### src/rtl/pipeline_hazard_controller_if.sv
// Front-end hazard control bundle: pipeline status in, stall/flush controls and counters out.
// The controller is the slave; the pipeline (or a bench) is the master.
interface pipeline_hazard_controller_if #(
    parameter int XLEN = 32
);
    logic            IM_ready;
    logic [4:0]      ID_rs1;
    logic [4:0]      ID_rs2;
    logic            ID_rs1_used;
    logic            ID_rs2_used;
    logic            EX_mem_read;
    logic [4:0]      EX_rd;
    logic            EX_mispredict;

    logic            pc_stall;
    logic            IF_ID_stall;
    logic            IF_ID_flush;
    logic            ID_EX_flush;
    logic            fetch_discard;
    logic [XLEN-1:0] stall_cycles;
    logic [XLEN-1:0] flush_count;

    modport master (
        output IM_ready, ID_rs1, ID_rs2, ID_rs1_used, ID_rs2_used,
               EX_mem_read, EX_rd, EX_mispredict,
        input  pc_stall, IF_ID_stall, IF_ID_flush, ID_EX_flush,
               fetch_discard, stall_cycles, flush_count
    );

    modport slave (
        input  IM_ready, ID_rs1, ID_rs2, ID_rs1_used, ID_rs2_used,
               EX_mem_read, EX_rd, EX_mispredict,
        output pc_stall, IF_ID_stall, IF_ID_flush, ID_EX_flush,
               fetch_discard, stall_cycles, flush_count
    );
endinterface

### src/rtl/pipeline_hazard_controller.sv
// RV32I front-end sequencer: load-use stalls, mispredict flushes, fetch-latency bubbles,
// a RUN/DISCARD machine dropping the wrong-path fetch after a redirect, and saturating counters.
module pipeline_hazard_controller #(
    parameter int XLEN = 32
) (
    input  logic                          clk,
    input  logic                          reset,
    pipeline_hazard_controller_if.slave   hz
);
    typedef enum logic {RUN, DISCARD} state_t;

    state_t          r_state;
    state_t          w_nextState;
    logic [XLEN-1:0] r_stallCycles;
    logic [XLEN-1:0] r_flushCount;
    logic            w_loadUse;
    logic            w_acceptFlush;
    logic            w_pcStall;
    logic            w_ifIdStall;
    logic            w_ifIdFlush;
    logic            w_idExFlush;
    logic            w_fetchDiscard;

    // x0 is never written, so a load targeting it cannot create a dependency.
    assign w_loadUse = hz.EX_mem_read && (hz.EX_rd != 5'd0) &&
                       ((hz.ID_rs1_used && (hz.ID_rs1 == hz.EX_rd)) ||
                        (hz.ID_rs2_used && (hz.ID_rs2 == hz.EX_rd)));

    assign w_acceptFlush = !reset && (r_state == RUN) && hz.EX_mispredict;

    always_ff @(posedge clk) begin
        if (reset) begin
            r_state <= RUN;
        end else begin
            r_state <= w_nextState;
        end
    end

    always_comb begin
        w_nextState = r_state;
        case (r_state)
            RUN:     if (hz.EX_mispredict && !hz.IM_ready) w_nextState = DISCARD;
            DISCARD: if (hz.IM_ready)                      w_nextState = RUN;
            default:                                       w_nextState = RUN;
        endcase
    end

    // Mispredict outranks load-use, which outranks a late fetch; DISCARD ignores EX/ID.
    always_comb begin
        w_pcStall      = 1'b0;
        w_ifIdStall    = 1'b0;
        w_ifIdFlush    = 1'b0;
        w_idExFlush    = 1'b0;
        w_fetchDiscard = 1'b0;
        if (!reset) begin
            case (r_state)
                RUN: begin
                    if (hz.EX_mispredict) begin
                        w_ifIdFlush = 1'b1;
                        w_idExFlush = 1'b1;
                    end else if (w_loadUse) begin
                        w_pcStall   = 1'b1;
                        w_ifIdStall = 1'b1;
                        w_idExFlush = 1'b1;
                    end else if (!hz.IM_ready) begin
                        w_pcStall   = 1'b1;
                        w_ifIdFlush = 1'b1;
                    end
                end
                DISCARD: begin
                    w_pcStall      = 1'b1;
                    w_ifIdFlush    = 1'b1;
                    w_fetchDiscard = 1'b1;
                end
                default: ;
            endcase
        end
    end

    always_ff @(posedge clk) begin
        if (reset) begin
            r_stallCycles <= '0;
            r_flushCount  <= '0;
        end else begin
            if (w_pcStall && (r_stallCycles != '1)) begin
                r_stallCycles <= r_stallCycles + XLEN'(1);
            end
            if (w_acceptFlush && (r_flushCount != '1)) begin
                r_flushCount <= r_flushCount + XLEN'(1);
            end
        end
    end

    assign hz.pc_stall      = w_pcStall;
    assign hz.IF_ID_stall   = w_ifIdStall;
    assign hz.IF_ID_flush   = w_ifIdFlush;
    assign hz.ID_EX_flush   = w_idExFlush;
    assign hz.fetch_discard = w_fetchDiscard;
    assign hz.stall_cycles  = r_stallCycles;
    assign hz.flush_count   = r_flushCount;
endmodule

### src/flat_wrapper.sv
// flat-port wrapper written by rule: the top's interface ports become plain ports
module pipeline_hazard_controller_flat 
#(
    parameter int XLEN = 32
)
  (clk, reset, hz_IM_ready, hz_ID_rs1, hz_ID_rs2, hz_ID_rs1_used, hz_ID_rs2_used, hz_EX_mem_read, hz_EX_rd, hz_EX_mispredict, hz_pc_stall, hz_IF_ID_stall, hz_IF_ID_flush, hz_ID_EX_flush, hz_fetch_discard, hz_stall_cycles, hz_flush_count);
  pipeline_hazard_controller_if #(.XLEN(XLEN)) hz_i ();
  input  logic clk;
  input  logic reset;
  input wire logic [$bits(hz_i.IM_ready)-1:0] hz_IM_ready;
  input wire logic [$bits(hz_i.ID_rs1)-1:0] hz_ID_rs1;
  input wire logic [$bits(hz_i.ID_rs2)-1:0] hz_ID_rs2;
  input wire logic [$bits(hz_i.ID_rs1_used)-1:0] hz_ID_rs1_used;
  input wire logic [$bits(hz_i.ID_rs2_used)-1:0] hz_ID_rs2_used;
  input wire logic [$bits(hz_i.EX_mem_read)-1:0] hz_EX_mem_read;
  input wire logic [$bits(hz_i.EX_rd)-1:0] hz_EX_rd;
  input wire logic [$bits(hz_i.EX_mispredict)-1:0] hz_EX_mispredict;
  output wire logic [$bits(hz_i.pc_stall)-1:0] hz_pc_stall;
  output wire logic [$bits(hz_i.IF_ID_stall)-1:0] hz_IF_ID_stall;
  output wire logic [$bits(hz_i.IF_ID_flush)-1:0] hz_IF_ID_flush;
  output wire logic [$bits(hz_i.ID_EX_flush)-1:0] hz_ID_EX_flush;
  output wire logic [$bits(hz_i.fetch_discard)-1:0] hz_fetch_discard;
  output wire logic [$bits(hz_i.stall_cycles)-1:0] hz_stall_cycles;
  output wire logic [$bits(hz_i.flush_count)-1:0] hz_flush_count;
  assign hz_i.IM_ready = hz_IM_ready;
  assign hz_i.ID_rs1 = hz_ID_rs1;
  assign hz_i.ID_rs2 = hz_ID_rs2;
  assign hz_i.ID_rs1_used = hz_ID_rs1_used;
  assign hz_i.ID_rs2_used = hz_ID_rs2_used;
  assign hz_i.EX_mem_read = hz_EX_mem_read;
  assign hz_i.EX_rd = hz_EX_rd;
  assign hz_i.EX_mispredict = hz_EX_mispredict;
  assign hz_pc_stall = hz_i.pc_stall;
  assign hz_IF_ID_stall = hz_i.IF_ID_stall;
  assign hz_IF_ID_flush = hz_i.IF_ID_flush;
  assign hz_ID_EX_flush = hz_i.ID_EX_flush;
  assign hz_fetch_discard = hz_i.fetch_discard;
  assign hz_stall_cycles = hz_i.stall_cycles;
  assign hz_flush_count = hz_i.flush_count;
  pipeline_hazard_controller #(.XLEN(XLEN)) u_core (.clk(clk), .reset(reset), .hz(hz_i));
endmodule
### config.mk
export PLATFORM = sky130hd
export DESIGN_NAME = pipeline_hazard_controller_flat
export DESIGN_NICKNAME = d
export VERILOG_FILES = /design/src/rtl/pipeline_hazard_controller_if.sv /design/src/rtl/pipeline_hazard_controller.sv /design/src/flat_wrapper.sv
export SDC_FILE = /design/constraint.sdc
export NUM_CORES = 1
export LEC_CHECK = 0
export ABC_CLOCK_PERIOD_IN_PS = 2600
export CAP_MARGIN = 40
export CORE_MARGIN = 4
export CORE_UTILIZATION = 48
export DETAILED_ROUTE_END_ITERATION = 7
export PLACE_DENSITY = 0.8
export SLEW_MARGIN = 25
export SYNTH_ARGS = -nofsm -noshare
export SYNTH_HDL_FRONTEND = slang
export SYNTH_SLANG_ARGS = --single-unit
### constraint.sdc
create_clock -name clk -period 2.6 [get_ports clk]
set_input_delay 0.26 -clock clk [delete_from_list [all_inputs] [get_ports clk]]
set_output_delay 0.26 -clock clk [all_outputs]
set_load 0.1 [all_outputs]
==> flow_metrics.env, run 1 <==
export IMPL_status="complete, no violations"
export IMPL_ys_ff_latch=65
export IMPL_yosys_most_used_dff="dfxtp_1"
export IMPL_synth_cells=399
export IMPL_cpPeakStageDelay_ns=0.57
export IMPL_rows=29
export IMPL_crit_slowest_cell="or4_1"
export IMPL_crit_path_end_kind="output pin"
export IMPL_relSlewSlack=0.598
export IMPL_peakVddDrop_mv=0.247
export IMPL_clock_root_buffer="clkbuf_8"
export IMPL_wirelength_um=8830
export IMPL_cts_made_buffers=9
export IMPL_fin_nets=519
export IMPL_synth_nets=423
export IMPL_io_pins=91
export IMPL_final_common_cell="buf_4"
export IMPL_ys_types=48
export IMPL_cp_required_ns=2.34
export IMPL_grt_usage=0.216
export IMPL_die_area_mm2=0.00819
export IMPL_rsz0062_at_grt="no"
export IMPL_die_h_um=90.5
export IMPL_wl_per_cell_um=15.3
export IMPL_hold_path_class="in -> reg"
export IMPL_synth_top_cell_by_area="dfxtp_1"
export IMPL_crit_path_start_kind="input pin"
export IMPL_syn_area_per_cell_um2=8.19
export IMPL_path_clk_slew_ns=0.07
export IMPL_drive_gt1_frac=0.316
export IMPL_fin_skew_ns=0.0115
export IMPL_pre_cts_ws_ns=0.0384
export IMPL_synth_area_mm2=0.00327
export IMPL_synthArstFlopShare=0
export IMPL_viasPerCell=5.73
export IMPL_finalMaxSlewViolations=0
export IMPL_vias=3307
export IMPL_final_cell_mix="75 x buf_4, 49 x dfxtp_2, 46 x nor2_1"
export IMPL_power_density_mw_per_mm2=474
export IMPL_hold_buffers=0
export IMPL_multiInputGateArea_mm2=0.00187
export IMPL_clk_path_buf_depth=2
export IMPL_cts_resized=0
export IMPL_worstMarginPinSlew_ns=0.598
export IMPL_num_fill_cells=555
export IMPL_gp_congestion=0.833
export IMPL_fin_setup_tns_ns=0
export IMPL_cts_setup_buffers=0
export IMPL_core_area_mm2=0.00649
export IMPL_drc_errors=0
export IMPL_crit_path_max_fanout=3
export IMPL_clock_sinks=65
export IMPL_grt_max_degree=46
export IMPL_p_leak_nw=1.64
export IMPL_synthTopCellsByArea="dfxtp_1 40%, xor2_1 5.6%, nor2_1 5.4%, or3_1 4.6%, a21oi_1 4.3%"
export IMPL_grt_first_pass_wirelength_um=14800
export IMPL_period_needed_ns=2.37
export IMPL_first_pass_iters=4
export IMPL_port_buffers=90
export IMPL_syn_to_final_growth_pct=36.2
export IMPL_yosysSeqAreaShare=0.398
export IMPL_grt_pass1_vias=3153
export IMPL_worst_slack_ns=0.234
export IMPL_regArea_mm2=0.00136
export IMPL_final_period_utilization=0.910
export IMPL_grt_ovfl_total=0
export IMPL_path_cells="clkdlybuf4s50_1 -> or4_1 -> o211a_1 -> o21a_1 -> nor2_2 -> buf_12"
export IMPL_cap_violations=0
export IMPL_finalHoldViolations=0
export IMPL_fmax_ghz=0.423
export IMPL_dieWidth_um=90.5
export IMPL_drtAntennaViolNets=0
export IMPL_setup_violations=0
export IMPL_synth_edf_count=0
export IMPL_cts_htree_levels=3
export IMPL_first_iter_violations=153
export IMPL_diodes=0
export IMPL_synth_top_cell_area_share=0.398
export IMPL_antenna_found_initial=0
export IMPL_ys_warn_count=0
export IMPL_path_class="in -> out"
export IMPL_clkLatencyLatePin_ns=0.34
export IMPL_start_util=0.503
export IMPL_cts_tree="done"
export IMPL_dp_hpwl_um=6400
export IMPL_arrival_ns=2.11
[flip-flops by register name (all words and copies together) (netlist names)]
register                count
u_core.hz.flush_count      32
u_core.hz.stall_cycles     32
u_core.r_state              1
[metal layers]
| metal | GRT usage | share of wire | wire (um) | up-vias |
|---|---|---|---|---|
| li1 | - | - | - | 1645 |
| met1 | 0.266 | 0.43 | 3790 | 1552 |
| met2 | 0.357 | 0.49 | 4310 | 93 |
| met3 | 0.0608 | 0.062 | 549 | 17 |
| met4 | 0.0816 | 0.020 | 174 | 0 |
| met5 | 0 | 0 | 0 | - |
[synthesized netlist by cell type, drive strengths merged (2+ instances only)]
library cell  instances
nor2b                 2
and4                  2
or2                   2
or3                  28
nor4                  6
o31ai                 9
and3                  5
dfxtp                65
inv                   9
nand3                26
ha                    2
or4                   9
xor2                 21
nand3b                3
clkbuf               11
buf                   5
o21ai                19
o211ai                2
nand2                30
o41ai                 2
nand4                19
nor3                  7
mux2                  2
nor2                 47
a21oi                28
mux2i                 5
xnor2                15
o21a                  3
[cells by family (layout without fill, tap and decap cells)]
kind of cell    count (synthesis)  count (layout)  share of synthesized area
mux                             7               7                     0.0222
compound gates                 74              74                      0.138
buf+inv                        25             126                     0.0302
fa+ha+maj                       2               2                    0.00766
simple gates                  190             190                      0.307
xor+xnor                       36              36                     0.0965
flops                          65              65                      0.398
[final timing paths]
check	from	endpoint	slack [ns]	depth (start not counted)
min	reset	u_core.r_state	0.17	2
max	hz_EX_rd[0]	hz_IF_ID_flush	0.23	6
max reg2reg	u_core.hz.stall_cycles[10]	u_core.hz.stall_cycles[30]	0.38	5
min reg2reg	u_core.hz.stall_cycles[6]	u_core.hz.stall_cycles[6]	0.49	1
[worst max-delay path, delay by kind of cell]
kind,cells,cell delay (ns)
and+or+nand+nor,2,0.73
buffers and inverters,2,0.67
AOI/OAI and AO/OA,2,0.44
[layout make-up]
cell class	count	area share
Multi-Input combinational cell	309	0.421
Sequential cell	65	0.306
Clock buffer	12	0.0371
Inverter	9	0.00759
Timing Repair Buffer	101	0.195
Clock inverter	4	0.0112
Tap cell	77	0.0216
[metrics by stage]
| stage | power [mW] | hold slack, ns | std cells | utilization | instance area [um2] |
|---|---|---|---|---|---|
| after global routing | 2.18 | 0.189 | 577 | 0.685 | 4450 |
| after detailed placement | 1.21 | 0.477 | 561 | 0.652 | 4240 |
| final | 2.11 | 0.174 | 577 | 0.685 | 4450 |
| after CTS | 2.12 | 0.166 | 577 | 0.685 | 4450 |
| after floorplan | 1.13 | 0.337 | 399 | - | 3340 |
| after global placement | 1.21 | 0.450 | 561 | 0.652 | 4240 |
[where the power goes]
group	switching, mW	internal (mW)
clock	0.400	0.520
sequential	0.00456	0.998
combinational	0.111	0.0750
(Power assumes the default switching activity.)
==> run 2: changes to the inputs <==
--- a/config.mk
+++ b/config.mk
@@ -8,9 +8,10 @@
 export ABC_CLOCK_PERIOD_IN_PS = 2600
 export CAP_MARGIN = 40
 export CORE_MARGIN = 4
-export CORE_UTILIZATION = 48
+export CORE_UTILIZATION = 63
 export DETAILED_ROUTE_END_ITERATION = 7
-export PLACE_DENSITY = 0.8
+export DONT_BUFFER_PORTS = 1
+export PLACE_DENSITY = 0.85
 export SLEW_MARGIN = 25
 export SYNTH_ARGS = -nofsm -noshare
 export SYNTH_HDL_FRONTEND = slang
==> run 2 against run 1 <==
  * Maximum frequency rose by 5.8%
  * Critical endpoint is now u_core.hz.stall_cycles[27]
  * Hold slack worse by 0.11 ns
  * Total power shrank 12%
  * Critical path depth down 1
  * Via count is 3.4% higher
  * First-iteration DRC count increased by 5.2%
==> flow_metrics.env, run 2 (synthesis gave the netlist of run 1 again) <==
export IMPL_wirelength_um=9060
export IMPL_dieWidth_um=80.0
export IMPL_grt_ovfl_total=0
export IMPL_worst_slack_ns=0.363
export IMPL_drive_gt1_frac=0.321
export IMPL_fmax_ghz=0.447
export IMPL_power_density_mw_per_mm2=449
export IMPL_fin_skew_ns=0.00606
export IMPL_dp_hpwl_um=6540
export IMPL_start_util=0.670
export IMPL_finalHoldViolations=0
export IMPL_pre_cts_ws_ns=0.383
export IMPL_cp_required_ns=2.83
export IMPL_core_area_mm2=0.00488
export IMPL_antenna_found_initial=0
export IMPL_die_area_mm2=0.00640
export IMPL_crit_path_max_fanout=10
export IMPL_first_iter_violations=161
export IMPL_fin_setup_tns_ns=0
export IMPL_cts_setup_buffers=0
export IMPL_met2_usage=0.519
export IMPL_hold_buffers=2
export IMPL_clock_root_buffer="clkbuf_8"
export IMPL_setup_violations=0
export IMPL_final_period_utilization=0.860
export IMPL_clk_path_buf_depth=2
export IMPL_arrival_ns=2.47
export IMPL_path_class="reg -> reg"
export IMPL_grt_pass1_vias=3283
export IMPL_num_fill_cells=306
export IMPL_finalMaxSlewViolations=0
export IMPL_die_h_um=80.0
export IMPL_hold_path_class="in -> reg"
export IMPL_use_met1=0.317
export IMPL_crit_path_end_kind="flip-flop"
export IMPL_fin_nets=499
export IMPL_ff2ff_path_depth=5
export IMPL_r2r_end="u_core.hz.stall_cycles[27]"
export IMPL_final_common_cell="buf_4"
export IMPL_final_cell_mix="79 x buf_4, 49 x dfxtp_2, 46 x nor2_1"
export IMPL_placed_cell_area_mm2=0.00395
export IMPL_cap_violations=0
export IMPL_p_total_mw=1.85
export IMPL_regArea_mm2=0.00136
export IMPL_diodes=0
export IMPL_viasPerCell=6.29
export IMPL_clkLatencyLatePin_ns=0.34
export IMPL_period_needed_ns=2.24
export IMPL_syn_to_final_growth_pct=26.4
export IMPL_clock_sinks=65
export IMPL_grt_first_pass_wirelength_um=14700
export IMPL_gp_congestion=0.873
export IMPL_wl_per_cell_um=16.7
export IMPL_crit_path_start_kind="flip-flop"
export IMPL_multiInputGateArea_mm2=0.00188
export IMPL_path_clk_slew_ns=0.07
export IMPL_grt_busiest_layer="met2"
export IMPL_rsz0062_at_grt="no"
export IMPL_cts_tree="done"
export IMPL_vias=3421
export IMPL_grt_util_met3=0.0609
export IMPL_port_buffers=0
export IMPL_grt_max_degree=56
export IMPL_first_pass_iters=5
export IMPL_rows=25
export IMPL_status="complete, no violations"
export IMPL_io_pins=91
export IMPL_cts_htree_levels=3
export IMPL_stdcell_area_mm2=0.00413
export IMPL_drtAntennaViolNets=0
export IMPL_cts_made_buffers=9
export IMPL_r2r_start="u_core.hz.stall_cycles[5]"
export IMPL_fin_util=0.846
export IMPL_crit_end="u_core.hz.stall_cycles[27]"
export IMPL_r2r_setup_slack_ns=0.36
export IMPL_p_leak_nw=1.52
export IMPL_peakVddDrop_mv=0.313
export IMPL_grt_usage=0.289
export IMPL_worstMarginPinSlew_ns=0.504
export IMPL_relSlewSlack=0.661
export IMPL_cp_startpoint="u_core.hz.stall_cycles[5]"
export IMPL_cts_resized=0
export IMPL_drc_errors=0
## run 2: metrics by stage
| step | hold WS [ns] | instances |
|---|---|---|
| final | 0.0687 | 544 |
| after global routing | 0.0986 | 544 |
| after CTS | 0.0606 | 544 |
| after detailed placement | 0.331 | 529 |
| after global placement | 0.330 | 529 |
| after floorplan | 0.337 | 399 |
## run 2: metal layers
metal  wire, um  share of wire  vias up
met4        288          0.032        0
met2       4680           0.52      172
met5          0              0        -
met3        691          0.076       29
met1       3400           0.38     1620
li1           -              -     1600
## run 2: how the worst min path moves through the flow
stage	startpoint	to	slack, ns	depth (start not counted)
2_1_floorplan	hz_IM_ready	u_core.r_state	0.34	1
3_3_place_gp	reset	u_core.hz.flush_count[26]	0.33	1
3_5_place_dp	reset	u_core.hz.flush_count[23]	0.33	1
4_1_cts	reset	u_core.hz.stall_cycles[28]	0.06	2
5_1_grt	reset	u_core.hz.stall_cycles[28]	0.1	2
6_report	reset	u_core.hz.stall_cycles[28]	0.07	2
## run 2: final cells by class
type / instances / area share
Multi-Input combinational cell: 309 / 0.454
Sequential cell: 65 / 0.330
Timing Repair Buffer: 81 / 0.151
Clock buffer: 12 / 0.0351
Tap cell: 67 / 0.0203
Inverter: 9 / 0.00818
Clock inverter: 1 / 0.00121
## run 2: worst max-delay path: stages, from the launching register on
cell and delay, ns:
dfxtp_2 0.33, nand4_1 0.20, or3_1 0.57, or3_1 0.40, nor4_1 0.26, mux2_2 0.36
## run 2: power breakdown
part | internal, mW | switching, mW
combinational | 0.0426 | 0.0966
clock | 0.355 | 0.357
sequential | 0.999 | 0.00349
total | 1.40 | 0.457
